==> src/rtl/display_pkg.sv <==
// Shared display definitions: scanner state encoding and digit polarity helper.
package display_pkg;

  typedef enum logic [1:0] {
    ST_IDLE = 2'd0,
    ST_DEAD = 2'd1,
    ST_SHOW = 2'd2
  } scan_state_e;

  // Level that turns a digit off for the given select polarity.
  function automatic logic digit_off(input bit active_low);
    return active_low ? 1'b1 : 1'b0;
  endfunction

endpackage

==> src/rtl/scan_slot_counter.sv <==
// Slot timer for the display scanner: counts cycles within a digit slot and
// advances the digit index with wrap at the end of each slot.
module scan_slot_counter #(
  parameter int unsigned NumDigits  = 4,
  parameter int unsigned RefreshDiv = 8,
  parameter int unsigned DeadCycles = 2,
  parameter int unsigned CntW       = $clog2(RefreshDiv),
  parameter int unsigned IdxW       = (NumDigits > 1) ? $clog2(NumDigits) : 1
) (
  input  logic            clk_i,
  input  logic            rst_ni,
  input  logic            clear_i,
  input  logic            run_i,
  output logic            dead_end_o,
  output logic            slot_end_o,
  output logic            frame_end_o,
  output logic [IdxW-1:0] idx_o,
  output logic [IdxW-1:0] idx_next_o
);

  localparam logic [CntW-1:0] DeadLast = CntW'(DeadCycles - 1);
  localparam logic [CntW-1:0] SlotLast = CntW'(RefreshDiv - 1);
  localparam logic [IdxW-1:0] IdxLast  = IdxW'(NumDigits - 1);

  logic [CntW-1:0] cnt_q, cnt_d;
  logic [IdxW-1:0] idx_q, idx_d;

  assign dead_end_o  = (cnt_q == DeadLast);
  assign slot_end_o  = (cnt_q == SlotLast);
  assign frame_end_o = slot_end_o && (idx_q == IdxLast);
  assign idx_o       = idx_q;
  assign idx_next_o  = idx_d;

  always_comb begin
    cnt_d = cnt_q;
    idx_d = idx_q;
    if (clear_i) begin
      cnt_d = '0;
      idx_d = '0;
    end else if (run_i) begin
      if (slot_end_o) begin
        cnt_d = '0;
        idx_d = (idx_q == IdxLast) ? '0 : idx_q + 1'b1;
      end else begin
        cnt_d = cnt_q + 1'b1;
      end
    end
  end

  always_ff @(posedge clk_i or negedge rst_ni) begin
    if (!rst_ni) begin
      cnt_q <= '0;
      idx_q <= '0;
    end else begin
      cnt_q <= cnt_d;
      idx_q <= idx_d;
    end
  end

endmodule

==> src/rtl/display_scan_mux.sv <==
// Multi-digit 7-segment scanner: double-buffered frame, per-slot dead interval,
// leading-zero blanking and frame-aligned updates.
module display_scan_mux
  import display_pkg::*;
#(
  parameter int unsigned NUM_DIGITS       = 4,
  parameter int unsigned REFRESH_DIV      = 50000,
  parameter int unsigned DEAD_CYCLES      = 16,
  parameter bit          DIGIT_ACTIVE_LOW = 1'b1
) (
  input  logic                    i_clk,
  input  logic                    i_rst_n,
  input  logic                    i_enable,
  input  logic [4*NUM_DIGITS-1:0] i_value,
  input  logic                    i_load,
  input  logic                    i_blank_lz,
  output logic [3:0]              o_nibble,
  output logic [NUM_DIGITS-1:0]   o_digit_en,
  output logic                    o_pending,
  output logic                    o_frame_done
);

  localparam int unsigned IdxW = (NUM_DIGITS > 1) ? $clog2(NUM_DIGITS) : 1;
  localparam logic        Off  = digit_off(DIGIT_ACTIVE_LOW);

  typedef logic [NUM_DIGITS-1:0][3:0] frame_t;

  scan_state_e           state_q, state_d;
  frame_t                disp_buf_q, disp_buf_d, pend_buf_q, pend_buf_d;
  logic                  pending_q, pending_d;
  logic [3:0]            nibble_q, nibble_d;
  logic [NUM_DIGITS-1:0] digit_en_q, digit_en_d, lz_zero;
  logic                  blank_q, blank_d, frame_done_q, frame_done_d;
  logic                  dead_end, slot_end, frame_end, boundary, slot_start;
  logic [IdxW-1:0]       idx, idx_next;

  scan_slot_counter #(
    .NumDigits (NUM_DIGITS),
    .RefreshDiv(REFRESH_DIV),
    .DeadCycles(DEAD_CYCLES)
  ) u_counter (
    .clk_i      (i_clk),
    .rst_ni     (i_rst_n),
    .clear_i    (!i_enable || (state_q == ST_IDLE)),
    .run_i      (state_q != ST_IDLE),
    .dead_end_o (dead_end),
    .slot_end_o (slot_end),
    .frame_end_o(frame_end),
    .idx_o      (idx),
    .idx_next_o (idx_next)
  );

  assign boundary = i_enable && (state_q == ST_SHOW) && frame_end;

  always_comb begin
    state_d = state_q;
    unique case (state_q)
      ST_IDLE: if (i_enable) state_d = ST_DEAD;
      ST_DEAD: if (dead_end) state_d = ST_SHOW;
      ST_SHOW: if (slot_end) state_d = ST_DEAD;
      default: state_d = ST_IDLE;
    endcase
    if (!i_enable) state_d = ST_IDLE;
  end

  // Idle loads go straight to the display; running loads wait for the boundary.
  always_comb begin
    disp_buf_d = disp_buf_q;
    pend_buf_d = pend_buf_q;
    pending_d  = pending_q;
    if (state_q == ST_IDLE) begin
      if (i_load) begin
        disp_buf_d = frame_t'(i_value);
        pending_d  = 1'b0;
      end
    end else if (boundary) begin
      if (i_load) begin
        disp_buf_d = frame_t'(i_value);
        pending_d  = 1'b0;
      end else if (pending_q) begin
        disp_buf_d = pend_buf_q;
        pending_d  = 1'b0;
      end
    end else if (i_load) begin
      pend_buf_d = frame_t'(i_value);
      pending_d  = 1'b1;
    end
  end

  // lz_zero[k]: nibbles k..NUM_DIGITS-1 of the next frame are all zero.
  always_comb begin
    logic acc;
    acc     = 1'b1;
    lz_zero = '0;
    for (int k = NUM_DIGITS - 1; k >= 0; k--) begin
      acc        = acc && (disp_buf_d[k] == 4'h0);
      lz_zero[k] = acc;
    end
  end

  // Nibble and blanking are latched once per slot, on entry to the dead interval.
  always_comb begin
    slot_start   = (state_d == ST_DEAD) && (state_q != ST_DEAD);
    nibble_d     = nibble_q;
    blank_d      = blank_q;
    frame_done_d = boundary;
    if (slot_start) begin
      nibble_d = disp_buf_d[idx_next];
      blank_d  = i_blank_lz && (idx_next != '0) && lz_zero[idx_next];
    end
    digit_en_d = {NUM_DIGITS{Off}};
    if ((state_d == ST_SHOW) && !blank_d) digit_en_d[idx] = ~Off;
  end

  always_ff @(posedge i_clk or negedge i_rst_n) begin
    if (!i_rst_n) begin
      state_q      <= ST_IDLE;
      disp_buf_q   <= '0;
      pend_buf_q   <= '0;
      pending_q    <= 1'b0;
      nibble_q     <= 4'h0;
      blank_q      <= 1'b0;
      digit_en_q   <= {NUM_DIGITS{Off}};
      frame_done_q <= 1'b0;
    end else begin
      state_q      <= state_d;
      disp_buf_q   <= disp_buf_d;
      pend_buf_q   <= pend_buf_d;
      pending_q    <= pending_d;
      nibble_q     <= nibble_d;
      blank_q      <= blank_d;
      digit_en_q   <= digit_en_d;
      frame_done_q <= frame_done_d;
    end
  end

  assign o_nibble     = nibble_q;
  assign o_digit_en   = digit_en_q;
  assign o_pending    = pending_q;
  assign o_frame_done = frame_done_q;

endmodule

==> config.mk <==
export PLATFORM = sky130hd
export DESIGN_NAME = display_scan_mux
export DESIGN_NICKNAME = d
export VERILOG_FILES = /design/src/rtl/display_pkg.sv /design/src/rtl/scan_slot_counter.sv /design/src/rtl/display_scan_mux.sv
export SDC_FILE = /design/constraint.sdc
export NUM_CORES = 1
export LEC_CHECK = 0
export CORE_ASPECT_RATIO = 1.2
export CORE_MARGIN = 1.5
export CORE_UTILIZATION = 57
export CTS_CLUSTER_DIAMETER = 30
export DETAILED_ROUTE_END_ITERATION = 10
export GPL_ROUTABILITY_DRIVEN = 0
export PLACE_DENSITY_LB_ADDON = 0.15
export RECOVER_POWER = 50
export SLEW_MARGIN = 20
export SYNTH_ARGS = -nofsm -noshare
export SYNTH_HDL_FRONTEND = slang
export SYNTH_SLANG_ARGS = --single-unit
==> constraint.sdc <==
create_clock -name i_clk -period 3 [get_ports i_clk]
set_input_delay 0.6 -clock i_clk [delete_from_list [all_inputs] [get_ports i_clk]]
set_output_delay 0.6 -clock i_clk [all_outputs]
set_load 0.03 [all_outputs]
==> impl_metrics.json, run 1 <==
{
  "outcome": "complete, but fails checks",
  "violations": "capacitance limit, slew limit",
  "setup_viol": 0,
  "max_cap_viol_count": 1,
  "p_comb_share_pct": 13.1,
  "power_switching_uw": 523,
  "power_uw": 2100,
  "die_h_um": 85.4,
  "syn_inst": 312,
  "path_class": "in -> reg",
  "clock_path_buffers": 2,
  "p_leak_uw": 0.00160,
  "clock_latency_ps": 350,
  "finalCritPeriodShare_pct": 91.6,
  "seq_area_frac_synth_pct": 49.1,
  "routed_wl_mm": 7.52,
  "cp_max_fo": 7,
  "start_util_pct": 60.0,
  "critPathSlowestCell": "clkdlybuf4s50_1",
  "grtUsageTotal_pct": 27.0,
  "synth-seq-cells": 63,
  "relSlewSlack_pct": -6.20,
  "antenna_found_initial": 0,
  "grt_pass1_vias": 2680,
  "powerDensity_nw_per_um2": 547,
  "numCtsBuffers": 9,
  "slowest_delay_ps": 500,
  "die_x_um": 71.6,
  "cts.repair.resized": 0,
  "htree_num_levels": 3,
  "seqPwrFrac_pct": 46.0,
  "grt_first_pass_wirelength_mm": 12.7,
  "p_sw_share_pct": 24.9,
  "hpwlAfterDp_mm": 5.51,
  "synth_ff_type": "dfrtp_1",
  "drt_iter0_drc": 202,
  "finalHoldViolations": 0,
  "path_cells": "clkdlybuf4s50_1 -> and4b_1 -> nand3_1 -> nor2_4 -> buf_4 -> mux2i_1 -> o21ai_0 -> o41ai_1 -> o311a_1",
  "netlist_area_um2": 3220,
  "nets": 379,
  "area_delta_synth_final_pct": 19.4,
  "worstSetupStartpointType": "primary input",
  "worstPathRequired_ps": 3290,
  "finalInstanceArea_um2": 3850,
  "rows": 29,
  "max-vdd-ir-drop_mv": 0.343,
  "yosysWarningCount": 0,
  "clkPwrFrac_pct": 40.9,
  "max_slew.worst_pin.slew_ps": 1590,
  "fin_skew_ps": 5.72,
  "vias": 2554,
  "port_buffers": 30,
  "cts_num_sinks": 63,
  "critical_path_arrival_ps": 3040,
  "via_per_inst": 6.10,
  "rsz0062_at_grt": "false",
  "placed_area_um2": 3640,
  "final_common_cell": "dfrtp_1",
  "min_period_ps": 2750,
  "tns_ps": 0,
  "cts.clk_slew.worst_paths_ps": 70,
  "dr.pass1.iters": 8,
  "avgSynthCellArea_um2": 10.3,
  "antenna_left": 0,
  "grt_overflow_total": 0,
  "layout-drive-gt1-share_pct": 16.8,
  "max_freq_ghz": 0.364,
  "die_area_um2": 6120,
  "coreArea_um2": 5370,
  "p_int_uw": 1580,
  "hold_path_class": "reg -> reg",
  "layout_common_cells": "dfrtp_1, nor2_1, clkdlybuf4s50_1, nand3_1, nand2_1",
  "grt_max_degree": 35,
  "synthArstFlopShare_pct": 100,
  "cts-root-buf": "clkbuf_8",
  "synth_edf_count": 0,
  "synth.distinct_cells": 55,
  "wl_per_cell_um": 17.9,
  "pin_count": 31,
  "route.detailed.drc": 0,
  "cts_tree": "done",
  "hold_buffers": 0,
  "postCtsSetupBuffers": 0,
  "cp-end-kind": "flip-flop",
  "synth_nets": 338,
  "maxSlewViolCount": 31,
  "num_antenna_cells": 0
}
==> sequential cells by signal, summed over array words and instances, names as in the netlist <==
signal and flops:
blank_q 1, u_counter.idx_o 2, u_counter.cnt_q 16, o_digit_en 4
state_q 2, o_pending 1, disp_buf_q 16, pend_buf_q 16
o_nibble 4, o_frame_done 1
==> power by group through the flow <==
stage          logic [µW]  registers (µW)  clock network, µW
2_1_floorplan         143             988                  0
3_3_place_gp          270             979                  0
3_5_place_dp          278             982                  0
4_1_cts               280             966                869
5_1_grt               302             973                900
6_report              277             967                860
==> per-layer routing <==
layer  GRT usage (%)  vias to the layer above  routed length (µm)
li1                -                     1219                   -
met1            32.9                     1250                3180
met2            45.1                       66                3780
met3            5.23                       19                 296
met4            14.2                        0                 256
met5               0                        -                   0
==> layout make-up <==
cell class,instances,area (µm²)
clock buffers,12,165
clock inverters,3,65.1
fillers,427,1520
inverters,10,37.5
multi-input cells,226,1530
flip-flops and latches,63,1580
well taps,62,77.6
repair buffers,43,389
==> synthesized netlist by cell type, drive strengths merged, types with 3 or more instances <==
master,count,area (µm²)
a21oi,10,61.3
nor2,36,166
clkbuf,7,26.3
xnor2,7,61.3
dfstp,4,105
and3,7,43.8
a2111oi,3,26.3
dfrtp,59,1480
nand2,23,86.3
and2,5,31.3
ha,5,62.6
nor4,3,25.0
nand2b,3,18.8
a211oi,4,30.0
xor2,6,52.6
mux2,17,191
buf,6,42.5
or3,6,38.8
mux2i,10,100
nor3,7,35.0
and4,3,26.3
inv,10,37.5
nand3,25,125
o21ai,11,55.1
nand4,7,43.8
==> path summary, 6_finish.rpt <==
path	from	end	slack [ps]	depth (start not counted)
max reg2reg	u_counter.idx_o[0]	blank_q	340	9
max in group asynchronous	i_rst_n	pend_buf_q[14]	760	2
min in group asynchronous	i_rst_n	pend_buf_q[13]	640	1
max	i_enable	blank_q	250	9
min	u_counter.cnt_q[0]	u_counter.cnt_q[0]	500	1
min reg2reg	u_counter.cnt_q[0]	u_counter.cnt_q[0]	500	1
==> stage by stage <==
stage / cells / utilization [%] / worst slack (ps) / hold WS [ps]
final: 419 / 71.6 / 253 / 499
after global routing: 419 / 71.6 / 151 / 531
after CTS: 419 / 72.0 / 326 / 306
after detailed placement: 404 / 67.7 / -28.0 / 494
after global placement: 404 / 67.7 / 115 / 484
after floorplan: 312 / - / 658 / 304
==> worst max-delay path, delay by kind of cell <==
family          cells  cell delay (ps)
mux                 1              210
buf+inv             2              710
simple gates        3              640
compound gates      3              870
==> kinds of logic (layout without fill, tap and decap cells) <==
family,count (synthesis),in the layout,share of synthesized area (%)
AOI/OAI and AO/OA,51,51,11.9
DFF,63,63,49.1
xor gates and xnor gates,13,13,3.53
adders and majority gates,5,5,1.94
muxes,27,27,9.05
and+or+nand+nor,130,130,21.2
buffers and inverters,23,68,3.30
Note: power is estimated with default switching activity, not from simulation.
==> run 2: changes to the inputs <==
--- a/config.mk
+++ b/config.mk
@@ -12,7 +12,7 @@
 export DETAILED_ROUTE_END_ITERATION = 10
 export GPL_ROUTABILITY_DRIVEN = 0
 export PLACE_DENSITY_LB_ADDON = 0.15
-export RECOVER_POWER = 50
+export RECOVER_POWER = 100
 export SLEW_MARGIN = 20
 export SYNTH_ARGS = -nofsm -noshare
 export SYNTH_HDL_FRONTEND = slang
==> constraint.sdc (replaced) <==
create_clock -name i_clk -period 2.55 [get_ports i_clk]
set_input_delay 0.51 -clock i_clk [delete_from_list [all_inputs] [get_ports i_clk]]
set_output_delay 0.51 -clock i_clk [all_outputs]
set_load 0.03 [all_outputs]
==> impl_metrics.json, run 2 (same netlist as run 1, synthesis figures left out) <==
{
  "finalCritPeriodShare_pct": 96.6,
  "fin_hold_ws_ps": 494,
  "setup_viol": 0,
  "maxSlewViolCount": 64,
  "die_area_um2": 6120,
  "clock_latency_ps": 340,
  "die_h_um": 85.4,
  "antenna_found_initial": 0,
  "finalHoldViolations": 0,
  "htree_num_levels": 3,
  "die_x_um": 71.6,
  "violations": "DRC, capacitance limit, slew limit",
  "area_delta_synth_final_pct": 24.5,
  "hold_buffers": 0,
  "start_util_pct": 60.0,
  "max_slew.worst_pin.slew_ps": 1530,
  "min_period_ps": 2460,
  "max_cap_viol_count": 1,
  "grt_overflow_total": 0,
  "reg.largest.list": "disp_buf_q: 16 flops, pend_buf_q: 16 flops, u_counter.cnt_q: 16 flops",
  "outcome": "complete, but fails checks",
  "path_cells": "clkdlybuf4s50_1 -> and4b_1 -> and3_1 -> buf_4 -> a221o_1 -> nand3_1 -> nand3_1 -> o41ai_2 -> o311a_1",
  "cp_top_family": "compound AO/OA/AOI/OAI gates",
  "max_freq_ghz": 0.406,
  "hpwlAfterDp_mm": 5.59,
  "fin_skew_ps": 7.08,
  "critPathSlowestCell": "clkdlybuf4s50_1",
  "vias": 2614,
  "grt_pass1_vias": 2684,
  "dr.pass1.iters": 9,
  "pin_count": 31,
  "powerDensity_nw_per_um2": 581,
  "cts.clk_slew.worst_paths_ps": 70,
  "power_uw": 2330,
  "layout-drive-gt1-share_pct": 21.8,
  "p_leak_uw": 0.00167,
  "clock_path_buffers": 2,
  "crit_buf_inv": 2,
  "layout_common_cells": "dfrtp_1, nor2_1, nand3_1, buf_4, nand2_1",
  "fillers": 383,
  "cp_max_fo": 7,
  "worstSetupStartpointType": "primary input",
  "cts_tree": "done",
  "rows": 29,
  "nets": 402,
  "numCtsBuffers": 9,
  "grt_first_pass_wirelength_mm": 13.0,
  "cts-root-buf": "clkbuf_8",
  "pre_cts_slack_ps": -229,
  "wl_per_cell_um": 17.3,
  "critical_path_arrival_ps": 2740,
  "route.detailed.drc": 2,
  "routed_wl_mm": 7.65,
  "port_buffers": 30,
  "final_common_cell": "dfrtp_1",
  "max-vdd-ir-drop_mv": 0.507,
  "grtUsageTotal_pct": 27.8,
  "worstPathRequired_ps": 2820,
  "crit_path_frequent_cell": "nand3_1",
  "via_per_inst": 5.90,
  "num_antenna_cells": 0,
  "drt_iter0_drc": 207,
  "rsz0062_at_grt": "false",
  "cts_num_sinks": 63,
  "hold_path_class": "reg -> reg",
  "utilization_pct": 74.7,
  "multi_input_comb_area_um2": 1570,
  "path_class": "in -> reg",
  "regArea_um2": 1580,
  "coreArea_um2": 5370,
  "placed_area_um2": 3830,
  "fin_ws_ps": 86.9,
  "relSlewSlack_pct": -1.82,
  "slowest_delay_ps": 450,
  "finalInstanceArea_um2": 4010,
  "grt_max_degree": 64,
  "antenna_left": 0,
  "cp-end-kind": "flip-flop"
}
run 2: cell types whose count changed in the layout (fill, tap and decap cells not counted), moves of 2 or more:
cell	previous run	this run
clkbuf_8	12	10
clkbuf_1	1	7
clkdlybuf4s50_1	28	19
dlygate4sd3_1	1	10
buf_4	12	24
clkbuf_4	0	5
o21ai_0	8	10
o21ai_1	3	1
run 2: worst paths after layout:
check | startpoint | endpoint | slack (ps) | depth (start not counted)
min in group asynchronous | i_rst_n | pend_buf_q[8] | 630 | 2
max in group asynchronous | i_rst_n | disp_buf_q[14] | 1010 | 2
setup reg to reg | u_counter.cnt_q[11] | o_nibble[1] | 100 | 8
setup / recovery | i_enable | blank_q | 90 | 9
hold / removal | u_counter.cnt_q[0] | u_counter.cnt_q[0] | 490 | 1
hold reg to reg | u_counter.cnt_q[0] | u_counter.cnt_q[0] | 490 | 1
run 2: stage by stage:
step,setup TNS (ps),cells
after floorplan,0,312
after global placement,-706,427
after detailed placement,-829,427
after CTS,0,443
after global routing,0,443
final,0,443
run 2: layout make-up:
type	instances	area share (%)
flip-flops and latches	63	39.4
multi-input cells	226	39.1
repair buffers	66	13.9
clock buffers	13	3.71
well taps	62	1.93
clock inverters	3	1.06
inverters	10	0.935
run 2: what timing repair did:
action / 4_1_cts / 5_1_grt
buffers inserted: 0 / 0
setup endpoints to repair: 0 / 4
resized for setup: 0 / 7
run 2: worst register-to-register path, stage by stage, from the launching register on:
cell and delay (ps):
dfrtp_1 430, or4_4 610, nor2_8 180, a21o_1 190, buf_4 190, nand3_1 100, o21ai_0 190, a32oi_1 230
a41oi_1 250
run 2: metal layers:
layer	vias up	routed length [µm]	global-route usage, %
li1	1256	-	-
met1	1269	3190	34.8
met2	68	3870	45.9
met3	21	337	4.75
met4	0	247	14.4
met5	-	0	0
run 2: power by group:
group	leakage (µW)	switching [µW]	total, µW	internal, µW
clock network	0.0000936	377	855	478
logic	0.000801	180	345	165
registers	0.000778	46.2	1130	1090
==> run 3: changes to the inputs <==
--- a/config.mk
+++ b/config.mk
@@ -6,8 +6,8 @@
 export NUM_CORES = 1
 export LEC_CHECK = 0
 export CORE_ASPECT_RATIO = 1.2
-export CORE_MARGIN = 1.5
-export CORE_UTILIZATION = 57
+export CORE_MARGIN = 5
+export CORE_UTILIZATION = 61
 export CTS_CLUSTER_DIAMETER = 30
 export DETAILED_ROUTE_END_ITERATION = 10
 export GPL_ROUTABILITY_DRIVEN = 0
==> constraint.sdc (replaced) <==
create_clock -name i_clk -period 2.9 [get_ports i_clk]
set_input_delay 0.58 -clock i_clk [delete_from_list [all_inputs] [get_ports i_clk]]
set_output_delay 0.58 -clock i_clk [all_outputs]
set_load 0.03 [all_outputs]
==> impl_metrics.json, run 3 (same netlist as run 1, synthesis figures left out) <==
{
  "hpwlAfterDp_mm": 5.72,
  "pre_cts_slack_ps": -19.5,
  "hold_buffers": 0,
  "final_common_cell": "dfrtp_1",
  "power_uw": 2060,
  "fin_ws_ps": 184,
  "min_to": "u_counter.cnt_q[0]",
  "p_leak_uw": 0.00160,
  "cts.clk_slew.worst_paths_ps": 60,
  "grt_overflow_total": 0,
  "critical_path_arrival_ps": 2950,
  "nets": 390,
  "antenna_left": 0,
  "drt_iter0_drc": 141,
  "antenna_found_initial": 0,
  "rr_startpoint": "u_counter.idx_o[0]",
  "crit_buf_inv": 1,
  "powerDensity_nw_per_um2": 532,
  "cts_tree": "done",
  "coreArea_um2": 5230,
  "vias": 2591,
  "die_h_um": 89.6,
  "die_x_um": 76.4,
  "path_cells": "ha_1 -> and4b_1 -> and3_1 -> a21oi_2 -> nor3_1 -> a2111oi_0 -> buf_4 -> a2111oi_0 -> a311oi_1",
  "clock_path_buffers": 2,
  "cp_top_family": "compound AO/OA/AOI/OAI gates",
  "port_buffers": 30,
  "routed_wl_mm": 7.72,
  "pin_count": 31,
  "cts-root-buf": "clkbuf_8",
  "finalInstanceArea_um2": 3870,
  "dr.pass1.iters": 4,
  "setup_viol": 0,
  "worstSetupStartpointType": "flip-flop",
  "reg.largest.list": "disp_buf_q: 16 flops, pend_buf_q: 16 flops, u_counter.cnt_q: 16 flops",
  "numCtsBuffers": 9,
  "utilization_pct": 74.1,
  "r2r_end": "o_nibble[0]",
  "layout-drive-gt1-share_pct": 17.1,
  "grtUsageTotal_pct": 24.3,
  "rsz0062_at_grt": "false",
  "slowest_delay_ps": 440,
  "cp-end-kind": "flip-flop",
  "critPathSlowestCell": "dfrtp_1",
  "fin_hold_ws_ps": 504,
  "grt_max_degree": 37,
  "route.detailed.drc": 0,
  "min_from": "u_counter.cnt_q[0]",
  "cts_num_sinks": 63,
  "max-vdd-ir-drop_mv": 0.406,
  "max_freq_ghz": 0.368,
  "finalHoldViolations": 0,
  "clock_latency_ps": 340,
  "grt_first_pass_wirelength_mm": 13.0,
  "worstPathRequired_ps": 3140,
  "area_delta_synth_final_pct": 20.1,
  "via_per_inst": 6.01,
  "fillers": 387,
  "min_period_ps": 2720,
  "whs_path_depth": 1,
  "postCtsSetupBuffers": 0,
  "max_slew.worst_pin.slew_ps": 1880,
  "htree_num_levels": 3,
  "grt_pass1_vias": 2635,
  "die_area_um2": 6840,
  "reg2reg_slack_ps": 180,
  "relSlewSlack_pct": -25.4,
  "finalCritPeriodShare_pct": 93.7,
  "layout_common_cells": "dfrtp_1, nor2_1, nand3_1, nand2_1, clkdlybuf4s50_1",
  "num_antenna_cells": 0,
  "wl_per_cell_um": 17.9,
  "start_util_pct": 61.7,
  "cts.repair.resized": 0,
  "path_class": "reg -> reg",
  "rows": 29,
  "outcome": "complete, but fails checks",
  "hold_path_class": "reg -> reg",
  "cp_max_fo": 8,
  "r2r_cells": 9,
  "fin_skew_ps": 6.28,
  "placed_area_um2": 3720,
  "crit_path_frequent_cell": "a2111oi_0",
  "crit_cells": 9,
  "maxSlewViolCount": 37,
  "violations": "capacitance limit, slew limit",
  "max_cap_viol_count": 1
}
-- run 3: how the worst max path moves through the flow --
stage	endpoint	startpoint	slack (ps)
after floorplan	blank_q	u_counter.idx_o[0]	560
final	o_nibble[0]	u_counter.idx_o[0]	180
after global placement	blank_q	i_enable	50
after detailed placement	blank_q	i_enable	-20
after CTS	o_nibble[3]	u_counter.cnt_q[11]	250
after global routing	o_nibble[3]	u_counter.cnt_q[5]	20
-- run 3: final cells by class --
| cell class | instances | area (µm²) | share of cell area (%) |
|---|---|---|---|
| multi-input combinational | 226 | 1520 | 39.4 |
| sequential | 63 | 1580 | 40.9 |
| inverter | 10 | 37.5 | 0.970 |
| tap | 62 | 77.6 | 2.00 |
| timing repair buffer | 54 | 449 | 11.6 |
| clock inverter | 3 | 42.5 | 1.10 |
| clock buffer | 13 | 159 | 4.10 |
-- run 3: routing by layer --
| layer | vias up | global-route usage (%) | part of all wire [%] |
|---|---|---|---|
| met1 | 1242 | 29.0 | 40 |
| met5 | - | 0 | 0 |
| li1 | 1238 | - | - |
| met4 | 0 | 13.4 | 3.3 |
| met2 | 91 | 41.2 | 51 |
| met3 | 20 | 5.79 | 6.0 |
-- run 3: stage by stage --
step | std cells | TNS, ps
6_report | 431 | 0
3_3_place_gp | 415 | 0
5_1_grt | 431 | 0
3_5_place_dp | 415 | -30.7
2_1_floorplan | 312 | 0
4_1_cts | 431 | 0
-- run 3: power by group --
part	internal, µW	total (µW)	switching [µW]	leakage (µW)
Combinational	136	294	158	0.000718
Clock	443	766	322	0.0000996
Sequential	956	1000	43.7	0.000778
Total	1540	2060	524	0.00160
-- run 3: worst register-to-register path, delay by kind of cell, from the launching register on --
kind                       cells  cell delay (ps)
adders and majority gates      1              260
buffers and inverters          1              200
DFF                            1              440
AOI/OAI and AO/OA              4             1130
and+or+nand+nor                3              600
